`config.mk`:
```
export PLATFORM = sky130hd
export DESIGN_NAME = capture_readout
export DESIGN_NICKNAME = d
export VERILOG_FILES = /design/src/rtl/capture_readout_pkg.sv /design/src/rtl/capture_readout_fifo.sv /design/src/rtl/capture_readout.sv
export SDC_FILE = /design/constraint.sdc
export NUM_CORES = 1
export LEC_CHECK = 0
export BUFFER_PORTS_ARGS = -buffer_cell sky130_fd_sc_hd__buf_2
export CORE_ASPECT_RATIO = 0.9
export CORE_MARGIN = 2
export CORE_UTILIZATION = 25
export CTS_CLUSTER_DIAMETER = 150
export CTS_CLUSTER_SIZE = 30
export DETAILED_ROUTE_END_ITERATION = 16
export GPL_ROUTABILITY_DRIVEN = 0
export GPL_TIMING_DRIVEN = 0
export PLACE_DENSITY = 0.46
export SLEW_MARGIN = 10
export SYNTH_ARGS = -nofsm -noshare
export SYNTH_HDL_FRONTEND = slang
export SYNTH_SLANG_ARGS = --single-unit
```
`constraint.sdc`:
```
create_clock -name clk -period 5.3 [get_ports clk]
set_input_delay 1.59 -clock clk [delete_from_list [all_inputs] [get_ports clk]]
set_output_delay 1.59 -clock clk [all_outputs]
set_load 0.02 [all_outputs]
```
`src/rtl/capture_readout_pkg.sv`:
```
// Shared definitions for the capture readout path: FSM states, address step,
// and the A/B field layout that the capture writer also uses.
package capture_readout_pkg;

   typedef enum logic [1:0] {
      ST_IDLE  = 2'd0,
      ST_READ  = 2'd1,
      ST_DRAIN = 2'd2
   } state_t;

   // Capture memory is word addressed in bytes.
   localparam logic [31:0] ADDR_STEP = 32'd4;

   // Field positions inside one capture word.
   localparam int A_LSB = 0;
   localparam int A_W   = 14;
   localparam int B_LSB = 16;
   localparam int B_W   = 14;

   // Turn a raw capture word into the stream format {sext(B), sext(A)}.
   function automatic logic [31:0] format_sample(input logic [31:0] word);
      logic [A_W-1:0] a;
      logic [B_W-1:0] b;
      a = word[A_LSB +: A_W];
      b = word[B_LSB +: B_W];
      return {{(16-B_W){b[B_W-1]}}, b, {(16-A_W){a[A_W-1]}}, a};
   endfunction

endpackage

```
`src/rtl/capture_readout_fifo.sv`:
```
// Return buffer for capture readout: synchronous first-word-fall-through FIFO.
// A simultaneous push and pop keeps occupancy unchanged, also when full.
module readout_fifo #(
   parameter int DEPTH = 4,
   parameter int WIDTH = 33
) (
   input  logic                     clk,
   input  logic                     rst_n,
   input  logic                     wr_en,
   input  logic [WIDTH-1:0]         wr_data,
   input  logic                     rd_en,
   output logic [WIDTH-1:0]         rd_data,
   output logic                     full,
   output logic                     empty,
   output logic [$clog2(DEPTH):0]   count
);

   localparam int PTR_W = $clog2(DEPTH);
   localparam logic [PTR_W:0] FULL_CNT = (PTR_W+1)'(DEPTH);

   logic [WIDTH-1:0] mem_q [DEPTH];
   logic [PTR_W-1:0] wr_ptr_q, wr_ptr_d;
   logic [PTR_W-1:0] rd_ptr_q, rd_ptr_d;
   logic [PTR_W:0]   count_q, count_d;
   logic             wr_ok, rd_ok;

   // Push/pop qualification and next pointer/occupancy values.
   always_comb begin
      rd_ok    = rd_en && (count_q != '0);
      wr_ok    = wr_en && ((count_q != FULL_CNT) || rd_ok);
      wr_ptr_d = wr_ok ? wr_ptr_q + 1'b1 : wr_ptr_q;
      rd_ptr_d = rd_ok ? rd_ptr_q + 1'b1 : rd_ptr_q;
      count_d  = count_q;
      case ({wr_ok, rd_ok})
         2'b10:   count_d = count_q + 1'b1;
         2'b01:   count_d = count_q - 1'b1;
         default: count_d = count_q;
      endcase
   end

   // Pointer and occupancy state.
   always_ff @(posedge clk or negedge rst_n) begin
      if (!rst_n) begin
         wr_ptr_q <= '0;
         rd_ptr_q <= '0;
         count_q  <= '0;
      end else begin
         wr_ptr_q <= wr_ptr_d;
         rd_ptr_q <= rd_ptr_d;
         count_q  <= count_d;
      end
   end

   // Storage array; contents are qualified by occupancy, so no reset needed.
   always_ff @(posedge clk) begin
      if (wr_ok) mem_q[wr_ptr_q] <= wr_data;
   end

   assign empty   = (count_q == '0);
   assign full    = (count_q == FULL_CNT);
   assign count   = count_q;
   // Head entry is presented as zero while empty so outputs are clean after reset.
   assign rd_data = empty ? '0 : mem_q[rd_ptr_q];

endmodule

```
`src/rtl/capture_readout.sv`:
```
// Capture readout: streams (max_sample_cnt+1)*max_repetition_cnt words from
// capture memory, reformats each into {sext(B), sext(A)}, and marks the last
// sample of every repetition. Reads are credit-limited against the return FIFO.
module capture_readout
   import capture_readout_pkg::*;
#(
   parameter int RD_LATENCY = 2,
   parameter int FIFO_DEPTH = 4
) (
   input  logic        clk,
   input  logic        rst_n,
   input  logic        start,
   input  logic [23:0] max_sample_cnt,
   input  logic [23:0] max_repetition_cnt,
   output logic        rd_en,
   output logic [31:0] rd_address,
   input  logic [31:0] rd_data,
   output logic        m_valid,
   input  logic        m_ready,
   output logic [31:0] m_data,
   output logic        m_last,
   output logic        busy,
   output logic        done
);

   state_t                   state_q, state_d;
   logic [31:0]              addr_q, addr_d;
   logic [23:0]              samp_q, samp_d;
   logic [23:0]              rep_q, rep_d;
   logic [23:0]              max_s_q, max_s_d;
   logic [23:0]              max_r_q, max_r_d;
   logic                     zero_done_q, zero_done_d;
   logic [RD_LATENCY-1:0]    vld_sr_q, vld_sr_d;
   logic [RD_LATENCY-1:0]    last_sr_q, last_sr_d;
   logic [2:0]               out_cnt;
   logic                     credit_ok;
   logic                     word_last, final_word;
   logic                     fifo_push, fifo_pop, fifo_full, fifo_empty;
   logic [32:0]              fifo_wdata, fifo_rdata;
   logic [$clog2(FIFO_DEPTH):0] fifo_count;

   // Count reads in flight and grant a new read only if its return has a slot.
   always_comb begin
      out_cnt = '0;
      for (int i = 0; i < RD_LATENCY; i++) out_cnt = out_cnt + 3'(vld_sr_q[i]);
      credit_ok = !fifo_full && ((int'(out_cnt) + int'(fifo_count)) < FIFO_DEPTH);
   end

   // Readout FSM: start handling, address/counter advance and completion.
   always_comb begin
      state_d     = state_q;
      addr_d      = addr_q;
      samp_d      = samp_q;
      rep_d       = rep_q;
      max_s_d     = max_s_q;
      max_r_d     = max_r_q;
      zero_done_d = 1'b0;
      rd_en       = 1'b0;
      done        = zero_done_q;
      word_last   = (samp_q == max_s_q);
      final_word  = word_last && (rep_q == max_r_q - 24'd1);
      case (state_q)
         ST_IDLE: begin
            if (start) begin
               if (max_repetition_cnt != 24'd0) begin
                  state_d = ST_READ;
                  addr_d  = '0;
                  samp_d  = '0;
                  rep_d   = '0;
                  max_s_d = max_sample_cnt;
                  max_r_d = max_repetition_cnt;
               end else begin
                  zero_done_d = 1'b1;
               end
            end
         end
         ST_READ: begin
            if (credit_ok) begin
               rd_en  = 1'b1;
               addr_d = addr_q + ADDR_STEP;
               if (word_last) begin
                  samp_d = '0;
                  rep_d  = rep_q + 24'd1;
               end else begin
                  samp_d = samp_q + 24'd1;
               end
               if (final_word) state_d = ST_DRAIN;
            end
         end
         ST_DRAIN: begin
            if ((out_cnt == '0) && fifo_empty) begin
               state_d = ST_IDLE;
               done    = 1'b1;
            end
         end
         default: state_d = ST_IDLE;
      endcase
   end

   // In-flight tracking: one slot per latency cycle, carrying the end-of-repetition mark.
   always_comb begin
      vld_sr_d[0]  = rd_en;
      last_sr_d[0] = rd_en && word_last;
      for (int i = 1; i < RD_LATENCY; i++) begin
         vld_sr_d[i]  = vld_sr_q[i-1];
         last_sr_d[i] = last_sr_q[i-1];
      end
   end

   // Control and tracking registers.
   always_ff @(posedge clk or negedge rst_n) begin
      if (!rst_n) begin
         state_q     <= ST_IDLE;
         addr_q      <= '0;
         samp_q      <= '0;
         rep_q       <= '0;
         max_s_q     <= '0;
         max_r_q     <= '0;
         zero_done_q <= 1'b0;
         vld_sr_q    <= '0;
         last_sr_q   <= '0;
      end else begin
         state_q     <= state_d;
         addr_q      <= addr_d;
         samp_q      <= samp_d;
         rep_q       <= rep_d;
         max_s_q     <= max_s_d;
         max_r_q     <= max_r_d;
         zero_done_q <= zero_done_d;
         vld_sr_q    <= vld_sr_d;
         last_sr_q   <= last_sr_d;
      end
   end

   assign fifo_push  = vld_sr_q[RD_LATENCY-1];
   assign fifo_wdata = {last_sr_q[RD_LATENCY-1], format_sample(rd_data)};
   assign fifo_pop   = m_valid && m_ready;

   readout_fifo #(
      .DEPTH (FIFO_DEPTH),
      .WIDTH (33)
   ) u_fifo (
      .clk     (clk),
      .rst_n   (rst_n),
      .wr_en   (fifo_push),
      .wr_data (fifo_wdata),
      .rd_en   (fifo_pop),
      .rd_data (fifo_rdata),
      .full    (fifo_full),
      .empty   (fifo_empty),
      .count   (fifo_count)
   );

   assign m_valid    = !fifo_empty;
   assign m_last     = fifo_rdata[32];
   assign m_data     = fifo_rdata[31:0];
   assign rd_address = addr_q;
   assign busy       = (state_q != ST_IDLE);

endmodule
```
==> results of run 1 <==
## report_power, final
part	internal, mW	switching (mW)	total [mW]	leakage, nW
Clock	0.461	0.648	1.11	0.175
Combinational	0.941	1.39	2.33	2.68
Sequential	2.45	0.254	2.70	2.90
## sequential cells by signal, indices dropped and copies added, names as in the netlist, 3 cells and up
| register | cells |
|---|---|
| max_r_q | 24 |
| max_s_q | 24 |
| rd_address | 30 |
| rep_q | 24 |
| samp_q | 24 |
| u_fifo.count | 3 |
| u_fifo.mem_q | 116 |
## cells in the final DEF (no fill, tap or decap), types with 10 or more instances in the layout
master / n
a21oi_1: 15
nand3_1: 45
mux4_2: 29
edfxtp_1: 116
and3_1: 19
inv_1: 20
clkbuf_16: 13
clkbuf_1: 44
nand2_1: 201
buf_2: 144
nor3_1: 19
nor4_1: 23
ha_1: 11
nor2_1: 69
dfrtp_1: 140
or3_1: 10
nor2b_1: 37
o21ai_0: 40
xnor2_1: 53
xor2_1: 45
nand4_1: 31
## worst max path at each step
stage          cells after the start             startpoint  slack [ns]                        endpoint
3_5_place_dp                       8  max_repetition_cnt[1]        0.55         max_r_q[23]$_DFFE_PN0P_
4_1_cts                            6  vld_sr_q[1]$_DFF_PN0_        0.64                           rd_en
3_3_place_gp                       1                  rst_n        0.33  u_fifo.rd_ptr_q[1]$_DFFE_PN0P_
5_1_grt                            6  vld_sr_q[1]$_DFF_PN0_        0.44                           rd_en
6_report                           6  vld_sr_q[1]$_DFF_PN0_        0.70                           rd_en
2_1_floorplan                      4                m_ready        1.79    u_fifo.mem_q[0][0]$_DFFE_PP_
## per-layer routing
metal  vias to the layer above  wire length [um]
met3                        21              1419
met5                         -                 0
li1                       4161                 -
met1                      4313             16600
met4                         0               365
met2                       177             14600
## Yosys cell counts (11+ instances only)
library cell  number
mux4_2            29
a21oi_1           15
xnor2_1           53
dfrtp_1          140
and2_1            11
nor4_1            23
clkbuf_1          41
nand2_1          201
edfxtp_1         116
nor2_1            69
inv_1             20
nor2b_1           37
o21ai_0           40
nor3_1            19
nand3_1           45
ha_1              11
and3_1            19
xor2_1            45
nand4_1           31
## cell families (layout without fill, tap and decap cells)
group / count (synthesis) / count (layout) / share of synthesized area
AOI/OAI and AO/OA: 102 / 102 / 0.05378
xor gates and xnor gates: 99 / 99 / 0.07238
adders and majority gates: 12 / 12 / 0.01295
buffers and inverters: 73 / 241 / 0.02570
DFF: 256 / 256 / 0.5741
muxes: 37 / 37 / 0.06046
other: 1 / 3 / 0.0003082
and+or+nand+nor: 499 / 499 / 0.2003
## worst max-delay path, cell delays in order, from the launching register on
cell and delay (ns):
dfrtp_1 0.51, inv_1 0.17, ha_1 0.30, a311oi_1 0.49, nand2_1 0.40, inv_1 0.39
buf_2 0.25
## layout make-up
| type | count | area (um2) |
|---|---|---|
| Antenna cell | 1 | 2.502 |
| Buffer | 53 | 237.7 |
| Clock buffer | 16 | 336.6 |
| Clock inverter | 2 | 21.27 |
| Fill cell | 4998 | 33760 |
| Inverter | 20 | 75.07 |
| Multi-Input combinational cell | 751 | 4878 |
| Sequential cell | 256 | 6987 |
| Tap cell | 624 | 780.7 |
| Timing Repair Buffer | 150 | 850.8 |
==> run_results.csv, run 1 <==
group,metric,value,unit
outcome,status,"completed",
power_and_ir_drop,ir_worst_vdd,0.2019,mV
synth,synth_top_cells_by_area,"dfrtp_1, edfxtp_1, nand2_1",
global_routing,met1_usage,0.1977,
sta,slew_headroom,0.1495,
routing,drt-vias-per-instance,4.630,
layout,drive_gt1_frac,0.1739,
synth,ys.flop_type,"dfrtp_1",
global_routing,antenna_found_initial,3,
global_routing,grt_use_total,0.1307,
synth,synth_seq_cells,256,
critical_path,r2r_slack,1.35,ns
routing,drt_iter0_drc,447,
placement,post-place-ws,0.5525,ns
clock_tree,cts_setup_buffers,0,
job,cap_violations,0,
critical_path,worstPathRequired,3.71,ns
synth,synth-edff-count,116,
floorplanning,die_w,236.6,um
layout,area_growth,16.44,%
clock_tree,cts_resized,0,
layout,final_cell_area,14170,um2
global_routing,met3_usage,0.01719,
sta,post-route-period-util,0.8676,
synth,synth_top_cell_area_share,0.2879,
critical_path,regToRegStartpoint,"vld_sr_q[1]$_DFF_PN0_",
sta,hold_violations,0,
sta,setup_violations,0,
clock_tree,insertion_delay,0.52,ns
power_and_ir_drop,power,6.145,mW
clock_tree,cts_htree_levels,1,
min_path,worstHoldPathType,"reg2reg",
floorplanning,fp-row-count,76,
sta,setup_tns,0,ns
floorplanning,die_area,50460,um2
clock_tree,cts-root-to-sink-buffers,3,
critical_path,r2r-end,"samp_q[15]$_DFFE_PN0P_",
clock_tree,clockRootBuffer,"clkbuf_16",
sta,tightestPinTransition,1.244,ns
critical_path,worst_setup_path_end_kind,"primary output",
clock_tree,cts_tree,"done",
power_and_ir_drop,power_density,433.7,nW/um2
clock_tree,cts_buffers,12,
sta,fin_worst_skew,0.02510,ns
critical_path,crit_path_start_kind,"flop",
placement,placed_area,13810,um2
sta,slew_viol_final,0,
synth,ys_seq_area_frac,0.5741,
synth,ys_types,64,
synth,ys_warn_count,0,
synth,syn_inst,1079,
sta,fin_ws,0.7018,ns
global_routing,grt_max_degree,88,
clock_tree,clock-sinks,256,
placement,place.detailed.hpwl,23.82,mm
critical_path,critPathMaxFanout,8,
placement,portBuffers,145,
routing,vias,8672,
global_routing,overflow,0,
floorplanning,ios,153,
min_path,min_to,"last_sr_q[1]$_DFF_PN0_",
synth,syn-cell-area,12170,um2
routing,drc_errors,0,
floorplanning,start_util,0.2539,
critical_path,r2r_cells,10,
clock_tree,cts.clk_slew.worst_paths,0.12,ns
critical_path,crit_arrival,3.01,ns
sta,fin_crit,4.598,ns
global_routing,grt_pass1_vias,8541,
synth,syn_area_per_cell,11.28,um2
power_and_ir_drop,p_leak,5.756,nW
floorplanning,coreArea,47930,um2
layout,post-route-util,0.2957,
placement,placed_cells_incl_taps,1854,
min_path,worstHoldStart,"last_sr_q[0]$_DFF_PN0_",
clock_tree,ctsHoldBuffers,0,
routing,drt-total-wl,32.99,mm
routing,dr.pass1.iters,5,
routing,wl_per_cell,17.61,um
sta,hold_slack,0.3887,ns
synth,yosys.area.top_type,"dfrtp_1",
global_routing,grt.busiest_layer,"met2",
global_routing,grtUsageMet2,0.2025,
synth,synthArstFlopShare,0.5469,
critical_path,criticalPathCategory,"reg2out",
sta,rsz0062_at_grt,"false",
layout,fin_nets,1340,
global_routing,grt_pass1_wl,51.33,mm
sta,max_freq,217.5,MHz
routing,ant_nets,0,
floorplanning,die_h,213.3,um
min_path,holdPathStages,0,
layout,finalNonFillerCells,1873,
No activity file was read; power rests on OpenSTA's default activity.
==> run 2: changes to the inputs <==
--- a/config.mk
+++ b/config.mk
@@ -5,6 +5,7 @@
 export SDC_FILE = /design/constraint.sdc
 export NUM_CORES = 1
 export LEC_CHECK = 0
+export ABC_AREA = 1
 export BUFFER_PORTS_ARGS = -buffer_cell sky130_fd_sc_hd__buf_2
 export CORE_ASPECT_RATIO = 0.9
 export CORE_MARGIN = 2
@@ -19,3 +20,4 @@
 export SYNTH_ARGS = -nofsm -noshare
 export SYNTH_HDL_FRONTEND = slang
 export SYNTH_SLANG_ARGS = --single-unit
+export TNS_END_PERCENT = 50
==> run 2 against run 1 <==
- critical path depth grew 2
- sequential share of layout area shrank 4.4 points
- synthesized cell count grew 53%
- via count grew 33%
- clock power is essentially flat
- total power grew 21%
- global-route usage grew 1.7 points
==> run_results.csv, run 2 <==
group,metric,value,unit
outcome,status,"completed",
routing,drt-total-wl,41.18,mm
global_routing,grt_max_degree,78,
sta,setup_violations,0,
sta,post-route-period-util,0.8295,
placement,placed_cells_incl_taps,2500,
power_and_ir_drop,ir_worst_vdd,0.3981,mV
sta,setup_tns,0,ns
critical_path,critPathMaxFanout,10,
critical_path,r2r_slack,2.41,ns
clock_tree,cts.clk_slew.worst_paths,0.13,ns
clock_tree,cts_htree_levels,1,
min_path,worstHoldPathType,"reg2reg",
critical_path,worstPathRequired,3.71,ns
floorplanning,start_util,0.2530,
synth,synth-edff-count,116,
floorplanning,ios,153,
synth,yosysMostFrequentCell,"nand2_1",
synth,synthMuxAreaShare,0.0008388,
critical_path,worst_setup_path_end_kind,"primary output",
clock_tree,clockRootBuffer,"clkbuf_16",
synth,ys_warn_count,0,
global_routing,antenna_found_initial,5,
global_routing,overflow,0,
synth,yosys.area_share.simple,0.2621,
clock_tree,cts_buffers,12,
placement,portBuffers,146,
synth,ys_types,43,
power_and_ir_drop,power_density,476.5,nW/um2
global_routing,grt_pass1_vias,11250,
synth,syn-cell-area,13420,um2
routing,ant_nets,0,
routing,drt-vias-per-instance,4.559,
power_and_ir_drop,p_leak,6.774,nW
layout,final_common_cell,"nand2_1",
layout,area_growth,15.99,%
job,cap_violations,0,
layout,top_register,"u_fifo.mem_q",
layout,final_cell_area,15570,um2
sta,tightestPinTransition,0.7553,ns
routing,dr.pass1.iters,5,
clock_tree,cts-root-to-sink-buffers,3,
synth,synth_seq_cells,256,
routing,wl_per_cell,16.33,um
floorplanning,fp-row-count,80,
placement,place.detailed.hpwl,30.55,mm
floorplanning,coreArea,53050,um2
clock_tree,cts_resized,0,
layout,layout_common_cells,"nand2_1, nor2_1, inv_1",
clock_tree,clock-sinks,256,
synth,syn_inst,1651,
layout,largest_reg_flops,116,
critical_path,criticalPathCategory,"reg2out",
synth,ys_seq_area_frac,0.5205,
placement,placed_area,15210,um2
critical_path,crit_arrival,2.81,ns
clock_tree,cts_tree,"done",
layout,finalNonFillerCells,2521,
floorplanning,die_w,248.3,um
layout,post-route-util,0.2935,
synth,synthArstFlopShare,0.5469,
synth,ys.flop_type,"dfrtp_1",
synth,synth_compound_area_frac,0.09078,
clock_tree,ctsHoldBuffers,0,
synth,synth_fa_ha_area_frac,0.01174,
layout,drive_gt1_frac,0.1125,
layout,fillers,5693,
sta,fin_crit,4.396,ns
global_routing,grt_pass1_wl,64.16,mm
global_routing,grt_use_total,0.1477,
synth,syn_area_per_cell,8.131,um2
clock_tree,cts_setup_buffers,0,
synth,yosys-top-cells-count,"nand2_1, nor2_1, inv_1, o21ai_0, dfrtp_1",
sta,hold_slack,0.4117,ns
routing,drc_errors,0,
synth,synth_top_cell_area_share,0.2610,
synth,synth-xor-area-share,0.03849,
floorplanning,die_area,55570,um2
sta,fin_worst_skew,0.02138,ns
synth,synth_top_cells_by_area,"dfrtp_1, edfxtp_1, nand2_1",
layout,fin_nets,1913,
synth,synth_top_family_by_area,"simple AND/OR/NAND/NOR gates",
synth,yosys.area.top_type,"dfrtp_1",
routing,vias,11490,
routing,drt_iter0_drc,683,
sta,hold_violations,0,
sta,rsz0062_at_grt,"false",
sta,slew_headroom,0.4965,
clock_tree,insertion_delay,0.51,ns
floorplanning,die_h,223.8,um
critical_path,crit_path_start_kind,"flop",
sta,max_freq,227.5,MHz
sta,slew_viol_final,0,
-- run 2: cell count changes in the layout (fill, tap and decap cells not counted), moves of 25 or more --
cell / previous run / this run
nand3_1: 45 / 76
a21oi_1: 15 / 48
inv_1: 20 / 191
xnor2_1: 53 / 12
nor2_1: 69 / 268
nor2b_1: 37 / 1
nand2_1: 201 / 371
o21ai_0: 40 / 146
nor3_1: 19 / 44
mux4_2: 29 / 0
-- run 2: layer usage --
metal | GRT usage | part of all wire
met5 | 0 | 0.00070
met4 | 0.03495 | 0.022
met3 | 0.02025 | 0.051
met2 | 0.2459 | 0.46
met1 | 0.2020 | 0.46
-- run 2: cell type report --
cell class                 count  area, um2  share of cell area
clock inverter                 2      17.52            0.001125
buffer                        61      280.3             0.01800
sequential                   256       6987              0.4487
timing repair buffer         151      878.3             0.05641
inverter                     194      730.7             0.04693
clock buffer                  17      340.3             0.02186
multi-input combinational   1141       5460              0.3507
tap                          697      872.1             0.05601
antenna                        2      5.005           0.0003214
-- run 2: path summary, 6_finish.rpt --
path / from / end / cells past startpoint
setup / recovery: u_fifo.rd_ptr_q[0]$_DFFE_PN0P_ / m_data[14] / 8
hold / removal: last_sr_q[0]$_DFF_PN0_ / last_sr_q[1]$_DFF_PN0_ / 0
setup reg to reg: vld_sr_q[0]$_DFF_PN0_ / rd_address[15]$_DFFE_PN0P_ / 11
hold reg to reg: last_sr_q[0]$_DFF_PN0_ / last_sr_q[1]$_DFF_PN0_ / 0
max in group asynchronous: rst_n / max_s_q[2]$_DFFE_PN0P_ / 2
min in group asynchronous: rst_n / max_r_q[0]$_DFFE_PN0P_ / 1
-- run 2: kinds of logic after synthesis --
kind of cell,count (synthesis)
AOI/OAI and AO/OA,231
xor gates and xnor gates,59
adders and majority gates,12
buffers and inverters,255
DFF,256
muxes,1
other,1
and+or+nand+nor,836
-- run 2: worst max-delay path: stages (launching register included) --
cell and delay (ns):
dfrtp_1 0.38, clkbuf_1 0.17, inv_1 0.14, clkbuf_1 0.45, clkbuf_1 0.43, o21ai_0 0.16, a21oi_1 0.27, buf_4 0.16
buf_2 0.15
-- run 2: stage by stage --
stage          setup slack, ns  power, mW
2_1_floorplan            1.567      5.077
3_3_place_gp            0.2649      6.246
3_5_place_dp             1.355      6.362
4_1_cts                 0.8320      7.509
5_1_grt                 0.6682      8.002
6_report                0.9035      7.419
-- run 2: where the power goes --
part	switching [mW]	internal (mW)
sequential	0.404	2.58
clock	0.662	0.464
combinational	2.28	1.03
total	3.34	4.08
==> run 3: changes to the inputs <==
--- a/config.mk
+++ b/config.mk
@@ -15,7 +15,7 @@
 export DETAILED_ROUTE_END_ITERATION = 16
 export GPL_ROUTABILITY_DRIVEN = 0
 export GPL_TIMING_DRIVEN = 0
-export PLACE_DENSITY = 0.46
+export PLACE_DENSITY = 0.47
 export SLEW_MARGIN = 10
 export SYNTH_ARGS = -nofsm -noshare
 export SYNTH_HDL_FRONTEND = slang
==> constraint.sdc (replaced) <==
create_clock -name clk -period 3.55 [get_ports clk]
set_input_delay 1.065 -clock clk [delete_from_list [all_inputs] [get_ports clk]]
set_output_delay 1.065 -clock clk [all_outputs]
set_load 0.02 [all_outputs]
==> run 3 against run 2 <==
- final area is 0.34% higher
- clock power is 57% higher
- critical path depth shrank 1
- worst hold slack lost 0.0036 ns
- first-iteration DRC count rose by 4.8%
==> run_results.csv, run 3 (same netlist as run 2, synthesis figures left out) <==
group,metric,value,unit
clock_tree,cts_setup_buffers,0,
layout,layout_common_cells,"nand2_1, nor2_1, inv_1",
power_and_ir_drop,internal_power,6.183,mW
placement,placed_cells_incl_taps,2500,
power_and_ir_drop,clock_power_share,0.158,
critical_path,worst_setup_path_end_kind,"primary output",
layout,largest_reg_flops,116,
power_and_ir_drop,combPwrFrac,0.444,
floorplanning,coreArea,53050,um2
placement,portBuffers,146,
sta,fin_worst_skew,0.02734,ns
min_path,worstHoldPathType,"reg2reg",
critical_path,r2r-end,"rd_address[15]$_DFFE_PN0P_",
floorplanning,ios,153,
floorplanning,die_area,55570,um2
min_path,min_to,"last_sr_q[1]$_DFF_PN0_",
floorplanning,die_h,223.8,um
power_and_ir_drop,p_seq_frac,0.397,
routing,drc_errors,0,
critical_path,regToRegStartpoint,"vld_sr_q[0]$_DFF_PN0_",
sta,tightestPinTransition,0.7705,ns
global_routing,met3_usage,0.02192,
critical_path,r2r_slack,0.61,ns
placement,post-place-ws,0.07989,ns
critical_path,crit_arrival,2.35,ns
critical_path,worstPathRequired,2.48,ns
layout,final_common_cell,"nand2_1",
layout,top_register,"u_fifo.mem_q",
job,cap_violations,0,
power_and_ir_drop,swShare,0.4460,
routing,drt_iter0_drc,716,
routing,drt-vias-per-instance,4.558,
global_routing,overflow,0,
sta,slew_viol_final,0,
power_and_ir_drop,power_density,714.4,nW/um2
power_and_ir_drop,ir_worst_vdd,0.3951,mV
sta,post-route-period-util,0.9632,
critical_path,criticalPathCategory,"reg2out",
clock_tree,cts_htree_levels,1,
sta,slew_headroom,0.4864,
global_routing,grtUsageMet2,0.2366,
global_routing,grt_use_total,0.1453,
outcome,status,"completed",
sta,max_freq,292.5,MHz
critical_path,critPathMaxFanout,10,
global_routing,grt_pass1_wl,63.77,mm
routing,dr.pass1.iters,5,
critical_path,crit_path_start_kind,"flop",
placement,place.detailed.hpwl,30.33,mm
clock_tree,cts-root-to-sink-buffers,3,
min_path,holdPathStages,0,
floorplanning,start_util,0.2530,
clock_tree,clockRootBuffer,"clkbuf_16",
routing,vias,11500,
clock_tree,cts_buffers,12,
sta,fin_crit,3.419,ns
layout,drive_gt1_frac,0.1212,
floorplanning,die_w,248.3,um
routing,wl_per_cell,16.08,um
sta,fin_ws,0.1308,ns
global_routing,grt.busiest_layer,"met2",
layout,finalNonFillerCells,2523,
sta,rsz0062_at_grt,"true",
power_and_ir_drop,p_sw,4.979,mW
min_path,worstHoldStart,"last_sr_q[0]$_DFF_PN0_",
power_and_ir_drop,p_leak,6.824,nW
clock_tree,ctsHoldBuffers,0,
clock_tree,cts_tree,"done",
clock_tree,insertion_delay,0.52,ns
global_routing,grt_max_degree,102,
clock_tree,clock-sinks,256,
sta,setup_violations,0,
critical_path,r2r_cells,11,
layout,area_growth,16.39,%
routing,drt-total-wl,40.57,mm
sta,hold_violations,0,
global_routing,antenna_found_initial,6,
clock_tree,cts.clk_slew.worst_paths,0.13,ns
routing,ant_nets,0,
global_routing,met1_usage,0.2043,
layout,fin_nets,1913,
floorplanning,fp-row-count,80,
global_routing,grt_pass1_vias,11270,
## run 3: cell types whose count changed in the layout (fill, tap and decap cells not counted), sizes merged
cell,before,now
buf,178,180
diode,2,3
clkbuf,51,50
clkinv,1,0
bufinv,0,1
## run 3: layout make-up
cell class / count / area (um2)
clock inverter: 2 / 41.29
fill: 5742 / 37430
tap: 697 / 872.1
buffer: 61 / 304.0
clock buffer: 18 / 344.1
antenna: 3 / 7.507
timing repair buffer: 151 / 863.3
sequential: 256 / 6987
multi-input combinational: 1141 / 5474
inverter: 194 / 730.7
## run 3: power by group through the flow
stage	clock (mW)	sequential [mW]	combinational (mW)
CTS	1.83	4.44	5.00
detailed placement	0	4.50	4.97
global route	1.92	4.53	5.59
floorplan	0	4.42	3.16
finish	1.77	4.44	4.96
global placement	0	4.52	4.78
## run 3: per-stage QoR
step	instance area, um2	setup TNS [ns]	total power [mW]	util	hold slack, ns
after floorplan	13430	0	7.579	-	0.3312
after global placement	15030	-225.13	9.307	0.2833	0.3437
after detailed placement	15190	0	9.468	0.2864	0.3577
after CTS	15600	0	11.27	0.2940	0.4050
after global routing	15620	-0.1218	12.05	0.2944	0.4086
final	15620	0	11.16	0.2945	0.4081
## run 3: repair_timing
item,4_1_cts,5_1_grt
endpoints found under the setup margin,24,10
gates resized for setup,11,18
pin swaps,0,0
## run 3: worst max-delay path by stage
stage                                   startpoint                             end  slack, ns  depth (start not counted)
CTS                 u_fifo.rd_ptr_q[0]$_DFFE_PN0P_                      m_data[14]      0.006                          7
global placement                             rst_n  u_fifo.rd_ptr_q[0]$_DFFE_PN0P_      -0.92                          1
detailed placement           max_repetition_cnt[4]          samp_q[23]$_DFFE_PN0P_       0.08                         11
global route        u_fifo.rd_ptr_q[0]$_DFFE_PN0P_                          m_last      -0.06                          7
finish              u_fifo.rd_ptr_q[0]$_DFFE_PN0P_                       m_data[2]       0.13                          7
floorplan                                  m_ready    u_fifo.mem_q[0][0]$_DFFE_PP_       0.34                          4
## run 3: metal layers
layer	vias up	wire length, um
li1	5694	-
met1	5471	18970
met2	275	18430
met3	54	2265
met4	6	855
met5	-	43
## run 3: critical path, cell delays in order (launching register included)
cell	delay, ns
dfrtp_1	0.34
clkbuf_1	0.24
clkbuf_1	0.54
nor2_1	0.11
nor2_1	0.09
o21ai_0	0.09
a21oi_1	0.23
buf_2	0.22
